===== src/rtl/miner_serial_pkg.sv =====
// ---------------------------------------------------------------------------
// miner_serial_pkg
//
// Shared constants and types for the miner board serial link: the 44-byte
// work frame (256-bit midstate followed by 96-bit data2) that travels
// between boards, and the state encoding of the work forwarding FSM.
// The frame geometry is owned by the receiver (serial_receive), so every
// block on the link takes its widths from here.
// ---------------------------------------------------------------------------
package miner_serial_pkg;

    // Frame geometry shared by serial_receive and work_forward_tx
    localparam int BYTE_BITS     = 8;
    localparam int WORK_BYTES    = 44;
    localparam int MIDSTATE_BITS = 256;
    localparam int DATA2_BITS    = 96;
    localparam int WORK_BITS     = MIDSTATE_BITS + DATA2_BITS;

    // Byte index within a frame; 44..63 are never reached
    localparam int BYTE_CNT_BITS = 6;

    // Width of the completed-frame counter
    localparam int FRAME_CNT_BITS = 16;

    // Work forwarding FSM states
    typedef enum logic [1:0] {
        ST_IDLE  = 2'd0,
        ST_SEND  = 2'd1,
        ST_GUARD = 2'd2,
        ST_DRAIN = 2'd3
    } fwd_state_t;

    // The link is MSB-first: the next byte on the wire is always the top
    // byte of the work word, because the receiver shifts left.
    function automatic logic [BYTE_BITS-1:0] top_byte(input logic [WORK_BITS-1:0] w);
        return w[WORK_BITS-1 -: BYTE_BITS];
    endfunction

endpackage


===== src/rtl/work_forward_tx_if.sv =====
// ---------------------------------------------------------------------------
// work_forward_tx_if
//
// Byte-level handshake between the work forwarder and a serial_tx UART
// transmitter.
//   tx_data      8  byte to transmit, valid while tx_new_data is high
//   tx_new_data  1  one-cycle start pulse for the transmitter
//   tx_busy      1  transmitter busy; rises the cycle after tx_new_data and
//                   falls when the stop bit completes
// Modports:
//   master  - the byte producer (work_forward_tx)
//   slave   - the transmitter (serial_tx)
// ---------------------------------------------------------------------------
interface work_forward_tx_if;
    import miner_serial_pkg::*;

    logic [BYTE_BITS-1:0] tx_data;
    logic                 tx_new_data;
    logic                 tx_busy;

    modport master (
        output tx_data,
        output tx_new_data,
        input  tx_busy
    );

    modport slave (
        input  tx_data,
        input  tx_new_data,
        output tx_busy
    );

endinterface


===== src/rtl/work_forward_tx_toggle_detect.sv =====
// ---------------------------------------------------------------------------
// toggle_detect
//
// Turns a toggle-style event flag into a one-cycle change strobe. The flag
// must already be synchronous to clk. Two toggles between samples cancel
// and are not seen; producers on the miner link toggle at most once per
// frame, so that cannot happen in practice.
// Ports:
//   clk      in  clock
//   rst_n    in  asynchronous active-low reset
//   flag_in  in  toggle-style event flag
//   change   out high for the cycle in which flag_in differs from its
//                previous value
// ---------------------------------------------------------------------------
module toggle_detect (
    input  logic clk,
    input  logic rst_n,
    input  logic flag_in,
    output logic change
);

    logic flag_q;

    // Remember last cycle's flag so any edge on it shows up as a difference
    always_ff @(posedge clk or negedge rst_n) begin
        if (!rst_n) begin
            flag_q <= 1'b0;
        end else begin
            flag_q <= flag_in;
        end
    end

    assign change = flag_in ^ flag_q;

endmodule


===== src/rtl/work_forward_tx.sv =====
// ---------------------------------------------------------------------------
// work_forward_tx
//
// Forwards one mining work unit (midstate + data2) to the next board as a
// 44-byte MSB-first frame over a byte-level UART transmitter. Every
// load_flag toggle produces one frame; work arriving while a frame is in
// flight is held in a one-deep pending buffer where newer work replaces
// older work, so the most recent work is always the next one sent.
// Ports:
//   clk          in   clock
//   rst_n        in   asynchronous active-low reset
//   midstate     in   256-bit work midstate, sampled on a load_flag toggle
//   data2        in   96-bit work tail, sampled with midstate
//   load_flag    in   toggle-style "new work" flag, synchronous to clk
//   tx           --   master side of the serial_tx byte handshake
//   busy         out  a frame is being sent or is waiting to be sent
//   frames_sent  out  completed frame count, wraps at 2^16
// ---------------------------------------------------------------------------
module work_forward_tx
    import miner_serial_pkg::*;
#(
    // Frame length is fixed by the receiver; leave at the default
    parameter int WORK_BYTES = miner_serial_pkg::WORK_BYTES
) (
    input  logic                      clk,
    input  logic                      rst_n,
    input  logic [MIDSTATE_BITS-1:0]  midstate,
    input  logic [DATA2_BITS-1:0]     data2,
    input  logic                      load_flag,
    work_forward_tx_if.master         tx,
    output logic                      busy,
    output logic [FRAME_CNT_BITS-1:0] frames_sent
);

    localparam logic [BYTE_CNT_BITS-1:0] LAST_BYTE = BYTE_CNT_BITS'(WORK_BYTES - 1);

    logic                      change;
    fwd_state_t                state;
    fwd_state_t                state_next;
    logic [WORK_BITS-1:0]      pend_buf;
    logic                      pending;
    logic [WORK_BITS-1:0]      shift_buf;
    logic [BYTE_CNT_BITS-1:0]  byte_cnt;
    logic [BYTE_BITS-1:0]      tx_data_q;
    logic [FRAME_CNT_BITS-1:0] frames_cnt;
    logic                      start_frame;
    logic                      issue_byte;
    logic                      next_byte;
    logic                      frame_done;

    toggle_detect u_toggle_detect (
        .clk     (clk),
        .rst_n   (rst_n),
        .flag_in (load_flag),
        .change  (change)
    );

    // State register
    always_ff @(posedge clk or negedge rst_n) begin
        if (!rst_n) begin
            state <= ST_IDLE;
        end else begin
            state <= state_next;
        end
    end

    // Next-state logic and per-cycle actions. GUARD deliberately ignores
    // tx_busy: the transmitter only raises busy the cycle after the start
    // pulse, so looking at it one cycle too early would see the stale low
    // and start the next byte on top of the current one.
    always_comb begin
        state_next  = state;
        start_frame = 1'b0;
        issue_byte  = 1'b0;
        next_byte   = 1'b0;
        frame_done  = 1'b0;
        case (state)
            ST_IDLE: begin
                if (pending) begin
                    start_frame = 1'b1;
                    state_next  = ST_SEND;
                end
            end
            ST_SEND: begin
                if (!tx.tx_busy) begin
                    issue_byte = 1'b1;
                    state_next = ST_GUARD;
                end
            end
            ST_GUARD: begin
                state_next = ST_DRAIN;
            end
            ST_DRAIN: begin
                if (!tx.tx_busy) begin
                    if (byte_cnt == LAST_BYTE) begin
                        frame_done = 1'b1;
                        state_next = ST_IDLE;
                    end else begin
                        next_byte  = 1'b1;
                        state_next = ST_SEND;
                    end
                end
            end
            default: begin
                state_next = ST_IDLE;
            end
        endcase
    end

    // Pending work buffer. A toggle always wins over the clear that happens
    // when a frame starts, so work landing in the IDLE->SEND cycle is kept
    // and sent as a following frame. A toggle while pending just replaces
    // the older unsent work.
    always_ff @(posedge clk or negedge rst_n) begin
        if (!rst_n) begin
            pend_buf <= '0;
            pending  <= 1'b0;
        end else if (change) begin
            pend_buf <= {midstate, data2};
            pending  <= 1'b1;
        end else if (start_frame) begin
            pending  <= 1'b0;
        end
    end

    // Frame datapath. The frame in flight runs from its own copy in
    // shift_buf, so new work arriving mid-frame cannot corrupt it.
    always_ff @(posedge clk or negedge rst_n) begin
        if (!rst_n) begin
            shift_buf  <= '0;
            byte_cnt   <= '0;
            tx_data_q  <= '0;
            frames_cnt <= '0;
        end else begin
            if (start_frame) begin
                shift_buf <= pend_buf;
                byte_cnt  <= '0;
            end else if (issue_byte) begin
                shift_buf <= shift_buf << BYTE_BITS;
                tx_data_q <= top_byte(shift_buf);
            end else if (next_byte) begin
                byte_cnt  <= byte_cnt + 1'b1;
            end
            if (frame_done) begin
                frames_cnt <= frames_cnt + 1'b1;
            end
        end
    end

    // tx_data shows the byte about to go out while in SEND and otherwise
    // keeps the last byte issued, so the transmitter sees stable data.
    assign tx.tx_data     = (state == ST_SEND) ? top_byte(shift_buf) : tx_data_q;
    assign tx.tx_new_data = issue_byte;
    assign busy           = (state != ST_IDLE) | pending;
    assign frames_sent    = frames_cnt;

endmodule


===== src/flat_wrapper.sv =====
// flat-port wrapper written by rule: the top's interface ports become plain ports
module work_forward_tx_flat import miner_serial_pkg::*;
#(
                                                                  
    parameter int WORK_BYTES = miner_serial_pkg::WORK_BYTES
)
  (clk, rst_n, midstate, data2, load_flag, busy, frames_sent, tx_tx_data, tx_tx_new_data, tx_tx_busy);
  work_forward_tx_if tx_i ();
  input  logic clk;
  input  logic rst_n;
  input  logic [MIDSTATE_BITS-1:0] midstate;
  input  logic [DATA2_BITS-1:0] data2;
  input  logic load_flag;
  output logic busy;
  output logic [FRAME_CNT_BITS-1:0] frames_sent;
  output wire logic [$bits(tx_i.tx_data)-1:0] tx_tx_data;
  output wire logic [$bits(tx_i.tx_new_data)-1:0] tx_tx_new_data;
  input wire logic [$bits(tx_i.tx_busy)-1:0] tx_tx_busy;
  assign tx_tx_data = tx_i.tx_data;
  assign tx_tx_new_data = tx_i.tx_new_data;
  assign tx_i.tx_busy = tx_tx_busy;
  work_forward_tx #(.WORK_BYTES(WORK_BYTES)) u_core (.clk(clk), .rst_n(rst_n), .midstate(midstate), .data2(data2), .load_flag(load_flag), .tx(tx_i), .busy(busy), .frames_sent(frames_sent));
endmodule

===== config.mk =====
export PLATFORM = sky130hd
export DESIGN_NAME = work_forward_tx_flat
export DESIGN_NICKNAME = d
export VERILOG_FILES = /design/src/rtl/miner_serial_pkg.sv /design/src/rtl/work_forward_tx_if.sv /design/src/rtl/work_forward_tx_toggle_detect.sv /design/src/rtl/work_forward_tx.sv /design/src/flat_wrapper.sv
export SDC_FILE = /design/constraint.sdc
export NUM_CORES = 2
export LEC_CHECK = 0
export CORE_ASPECT_RATIO = 1.2
export CORE_UTILIZATION = 30
export DETAILED_ROUTE_END_ITERATION = 6
export SLEW_MARGIN = 20
export SYNTH_ARGS = -nofsm -noshare
export SYNTH_HDL_FRONTEND = slang
export SYNTH_SLANG_ARGS = --single-unit

===== constraint.sdc =====
create_clock -name clk -period 4.69 [get_ports clk]
set_clock_uncertainty 0.1 [all_clocks]
set_input_delay 1.407 -clock clk [delete_from_list [all_inputs] [get_ports clk]]
set_output_delay 1.407 -clock clk [all_outputs]
set_load 0.03 [all_outputs]

After elaboration in Yosys (flattened, before gate mapping)
Index checks and enable logic that the tools add are counted.
W data, S select, Z words.
- bitwise operators: 3
- eq/ne operators: 8
- $add $sub $neg: 2
- reductions and logical operators: 8
- mux-type cells: 23
- operators with widths (kind ; count):
    $mux W352 ; 2
    $mux W6 ; 3
    $add A16 B1 Y16 const B ; 1
    $mux W1 ; 13
    $mux W8 ; 1
    $pmux W2 S4 ; 1
    $reduce_bool A2 Y1 ; 4
    $add A6 B1 Y6 const B ; 1
    $eq A6 B6 Y1 const B ; 1
    $mux W2 ; 3
    $eq A2 B2 Y1 const B ; 2
    $ne A2 B1 Y1 const B ; 2
    $ne A2 B2 Y1 const B ; 2
    $reduce_and A2 Y1 ; 2
    $reduce_and A3 Y1 ; 1
    $eq A2 B1 Y1 const B ; 1
    $logic_not A2 Y1 ; 1
    $not A1 Y1 ; 1
    $or A1 B1 Y1 ; 1
    $xor A1 B1 Y1 ; 1
- output and inout port bits: 26
- bits in registers: 738
- bits of input ports: 356

Logic depth before layout (Yosys ltp)
- depth after elaboration: 7
- depth in mapped cells: 9

By module
A second synthesis with hierarchy kept.
- cells, all modules: 2780
- area, all modules: 30147.7 sq um
- modules (own cells, without submodules) (module ; instances ; area an instance (sq um) ; cells each ; sequential area each (sq um)):
    work_forward_tx ; 1 ; 30113.9 ; 2778 ; 18442.7
    toggle_detect ; 1 ; 33.8 ; 2 ; 25.0

Worst setup path before layout
No wires, ideal clock.
- path type: input -> output
- from: input tx_tx_busy
- to: output tx_tx_new_data
- required time: 3.183 ns
- arrival time: 2.130 ns
- cell stages on the path: 5
- slack: 1.053 ns
- path through: nand2b_1 > buf_2 > inv_2 > buf_2 > buf_2
- longest elaborated chain between the ends: 2
- RTL lines (element ; RTL line ; source):
    start, declared ; flat_wrapper.sv:18 ; input wire logic [$bits(tx_i.tx_busy)-1:0] tx_tx_busy;
    $mux W1 ; work_forward_tx.sv:85 ; if (!tx.tx_busy) begin
    $mux W1 ; work_forward_tx.sv:77 ; case (state)
    end, declared ; flat_wrapper.sv:17 ; output wire logic [$bits(tx_i.tx_new_data)-1:0] tx_tx_new_data;
Every way passes these cells.

Worst setup path after layout
- from: register u_core.state[1]
- to: output tx_tx_data[4]
- longest elaborated chain between the ends: 2
- RTL lines (element ; RTL line ; source):
    start, declared ; work_forward_tx.sv:38 ; fwd_state_t state;
    start signal, assigned ; work_forward_tx.sv:63 ; state <= state_next;
    $eq A2 B1 Y1 ; work_forward_tx.sv:152 ; assign tx.tx_data = (state == ST_SEND) ? top_byte(shift_buf) : tx_data_q;
    $mux W8 ; work_forward_tx.sv:152 ;
    end, declared ; flat_wrapper.sv:16 ; output wire logic [$bits(tx_i.tx_data)-1:0] tx_tx_data;
Every way passes these cells.

==> run metrics <==
number of global-route vias before repair=21.91k; CTS sink count=about 740; grt total ovfl=0; Yosys top cell area share=0.6100; share of cells above drive strength 1=0.1756; DP Worst Slack=770.3 ps; Avg Cell Area, Syn=10.89 sq um; routed vias/inst=between 4 and 5; register bit count reported by yosys=738; Hold Buf Count CTS=0; most frequent cells in the layout=dfrtp_1, nand2_1, clkdlybuf4s50_1, mux2_2, nor2_1; Least-Margin Pin Slew=1159 ps; root buffer cell=clkbuf_16; # setup viols final=0; Final ANT Viol Nets=0; status=completed; multiplexer share of the synthesized area=0.1383; WP data arrival=2720 ps; Die Y=roughly 350 um; Die X=292.0 um; Distinct cells, synth=37; placed cells=about 4.3k; Hold Fails Final Rpt=0; DP HPWL=53800 um; DRC viols=0; initial antenna violation count=22; DRT iter0 DRCs=1469; PostCTS Resize Cnt=0; setup_tns=0 ps; H-Tree Depth=3; global-route total usage across every layer=0.1605; vias=approximately 21k; number of buffers created by CTS=84; WL final=around 80000 um; clock-pin slew on the worst setup and hold paths=about 60 ps; Hold Crit Depth=1; end point of the worst hold path=u_core.frames_sent[15]; Clock Path Buffers=3; synthesis-to-finish area growth=26.17%; Peak VDD IR=349.4 uV; final non-filler cell total=4459; first-pass GRT wire length=~130000 um; Setup Buffers After CTS=0; WL per Instance=18.38 um; first drt pass iteration count=5; Worst Path Max Fanout=11; Row Count=127; CP Class=reg2out; fin crit period=4224 ps; yosys warns=0; Slew Limit Headroom=0.2275; PnR worst setup slack=roughly 470 ps; Layout Utilization=0.3821; WP data required=~3200 ps; reg-to-reg setup timing slack=1890 ps; IO buf count=roughly 380; Leak=about 16 nW; CTS tree=yes; core area=0.09995 sq mm; crit end category=output port; reg2reg end=u_core.shift_buf[276]; simple-gate portion of the synthesized area=0.1375; largest family of logic cells by synthesized area=multiplexers; routability cong.=approximately 0.77; IO Pins=382; Post-Synth XOR/XNOR Area=0.005497; largest net degree at the start of global routing=165; Clk Latency, worst-skew pair=630 ps; Syn Inst Count=2781; fill count=9798; largest area contributor in the netlist=dfrtp_1; Layout Nets=3452; Hold/Removal Path Class=reg2reg; fin crit share=0.9006; syn_nets=3143; Synth area leaders=dfrtp_1, mux2_2, nand2_1, a31oi_1, nor2_1; power per cell area=roughly 600 mW/mm^2; starting density of the core=0.3029; Final Max Tran Viols=0; post-synthesis compound-gate area fraction=0.07514; RSZ-0062 raised after global routing=no; sequential area share after synthesis=0.6100; Max-Cap Viols=0; Mapped Area=a little over 0.03 sq mm; Post-Synth Adder-Cell Area=0.002480; placed instance area=about 0.035 sq mm; most common cell after layout, fill and taps aside=dfrtp_1; final non-filler cell area=0.03819 sq mm; HP Start=u_core.frames_sent[15]; r2r startpoint=u_core.state[1]; CP startpoint kind=register; FF-to-FF path depth=7; Fmax=~0.24 GHz; die area=0.1022 sq mm
==> flip-flops by register name, indices dropped and copies added (netlist names) <==
name	cells
u_core.byte_cnt	6
u_core.frames_sent	16
u_core.state	2
u_core.tx_data_q	8
u_core.u_toggle_detect.flag_q	1
u_core.shift_buf	352
u_core.pending	1
u_core.pend_buf	352
==> cell families after synthesis <==
kind of cell,count (synthesis)
AND/OR/NAND/NOR,1083
buffers and inverters,203
AO/OA/AOI/OAI,360
multiplexers,372
adder cells (fa/ha/maj),6
XOR/XNOR,19
flip-flops,738
==> cells in the mapped netlist <==
library cell and number:
nand2b_1 2, a21oi_2 1, clkbuf_1 90, nor2_1 354
and4b_1 1, a21oi_1 1, a22o_1 8, nor2_4 1
o2111ai_1 1, a31oi_1 344, xnor2_1 11, a211oi_1 1
or3b_4 1, and3b_1 1, buf_1 7, inv_1 7
inv_2 1, nand2_1 699, o21ai_0 3, nor2_2 1
and2_1 2, ha_1 6, buf_4 19, dfrtp_1 738
buf_6 1, nand4_1 6, nor3_1 4, a21o_1 1
mux2_2 370, xor2_1 8, and4bb_2 2, mux2i_1 2
buf_2 78, or3_1 1, and4_1 2, nand3_1 4
and3_1 2
==> worst max-delay path by stage <==
stage / start / endpoint / slack (ps) / cells after the start
2_1_floorplan: tx_tx_busy / tx_tx_new_data / 1050 / 5
3_3_place_gp: tx_tx_busy / tx_tx_new_data / 800 / 4
3_5_place_dp: tx_tx_busy / tx_tx_new_data / 770 / 4
4_1_cts: u_core.state[1] / tx_tx_data[4] / 400 / 4
5_1_grt: u_core.state[1] / tx_tx_data[4] / 310 / 4
6_report: u_core.state[1] / tx_tx_data[4] / 470 / 4
==> metal layers <==
layer  GRT usage  routed length, um  up-vias
li1            -                  -    10078
met4     0.04866               1586       26
met3     0.03639               4187      127
met2      0.2556              38840      433
met1      0.2170              37140    10741
met5           0                185        -
==> worst max-delay path, stage by stage, from the launching register on <==
cell	delay (ps)
dfrtp_1	410
inv_1	110
ha_1	530
mux2_2	430
clkdlybuf4s50_1	600
==> final cells by class <==
cell class	count	area, sq um	area share
sequential	738	18470	0.4835
antenna	8	20.02	0.0005241
tap	1290	1614	0.04226
multi-input combinational	1840	10900	0.2854
clock buffer	126	2481	0.06496
timing repair buffer	418	4332	0.1134
clock inverter	31	341.6	0.008943
inverter	8	37.54	0.0009828
==> through the flow <==
step                      power, mW  hold slack (ps)
after floorplan               14.21            365.7
after global placement        16.24            356.0
after detailed placement      16.41            360.8
after CTS                     23.24            371.8
after global routing          24.50            391.1
final                         22.87            363.6
==> power by group <==
group          total, mW  internal (mW)  leakage [nW]  switching [mW]
Sequential          9.85           8.54          8.53            1.31
Combinational       6.36           2.72          6.43            3.63
Clock               6.66           3.88          1.39            2.79
Total               22.9           15.1          16.3            7.74
No activity file was read; power rests on OpenSTA's default activity.
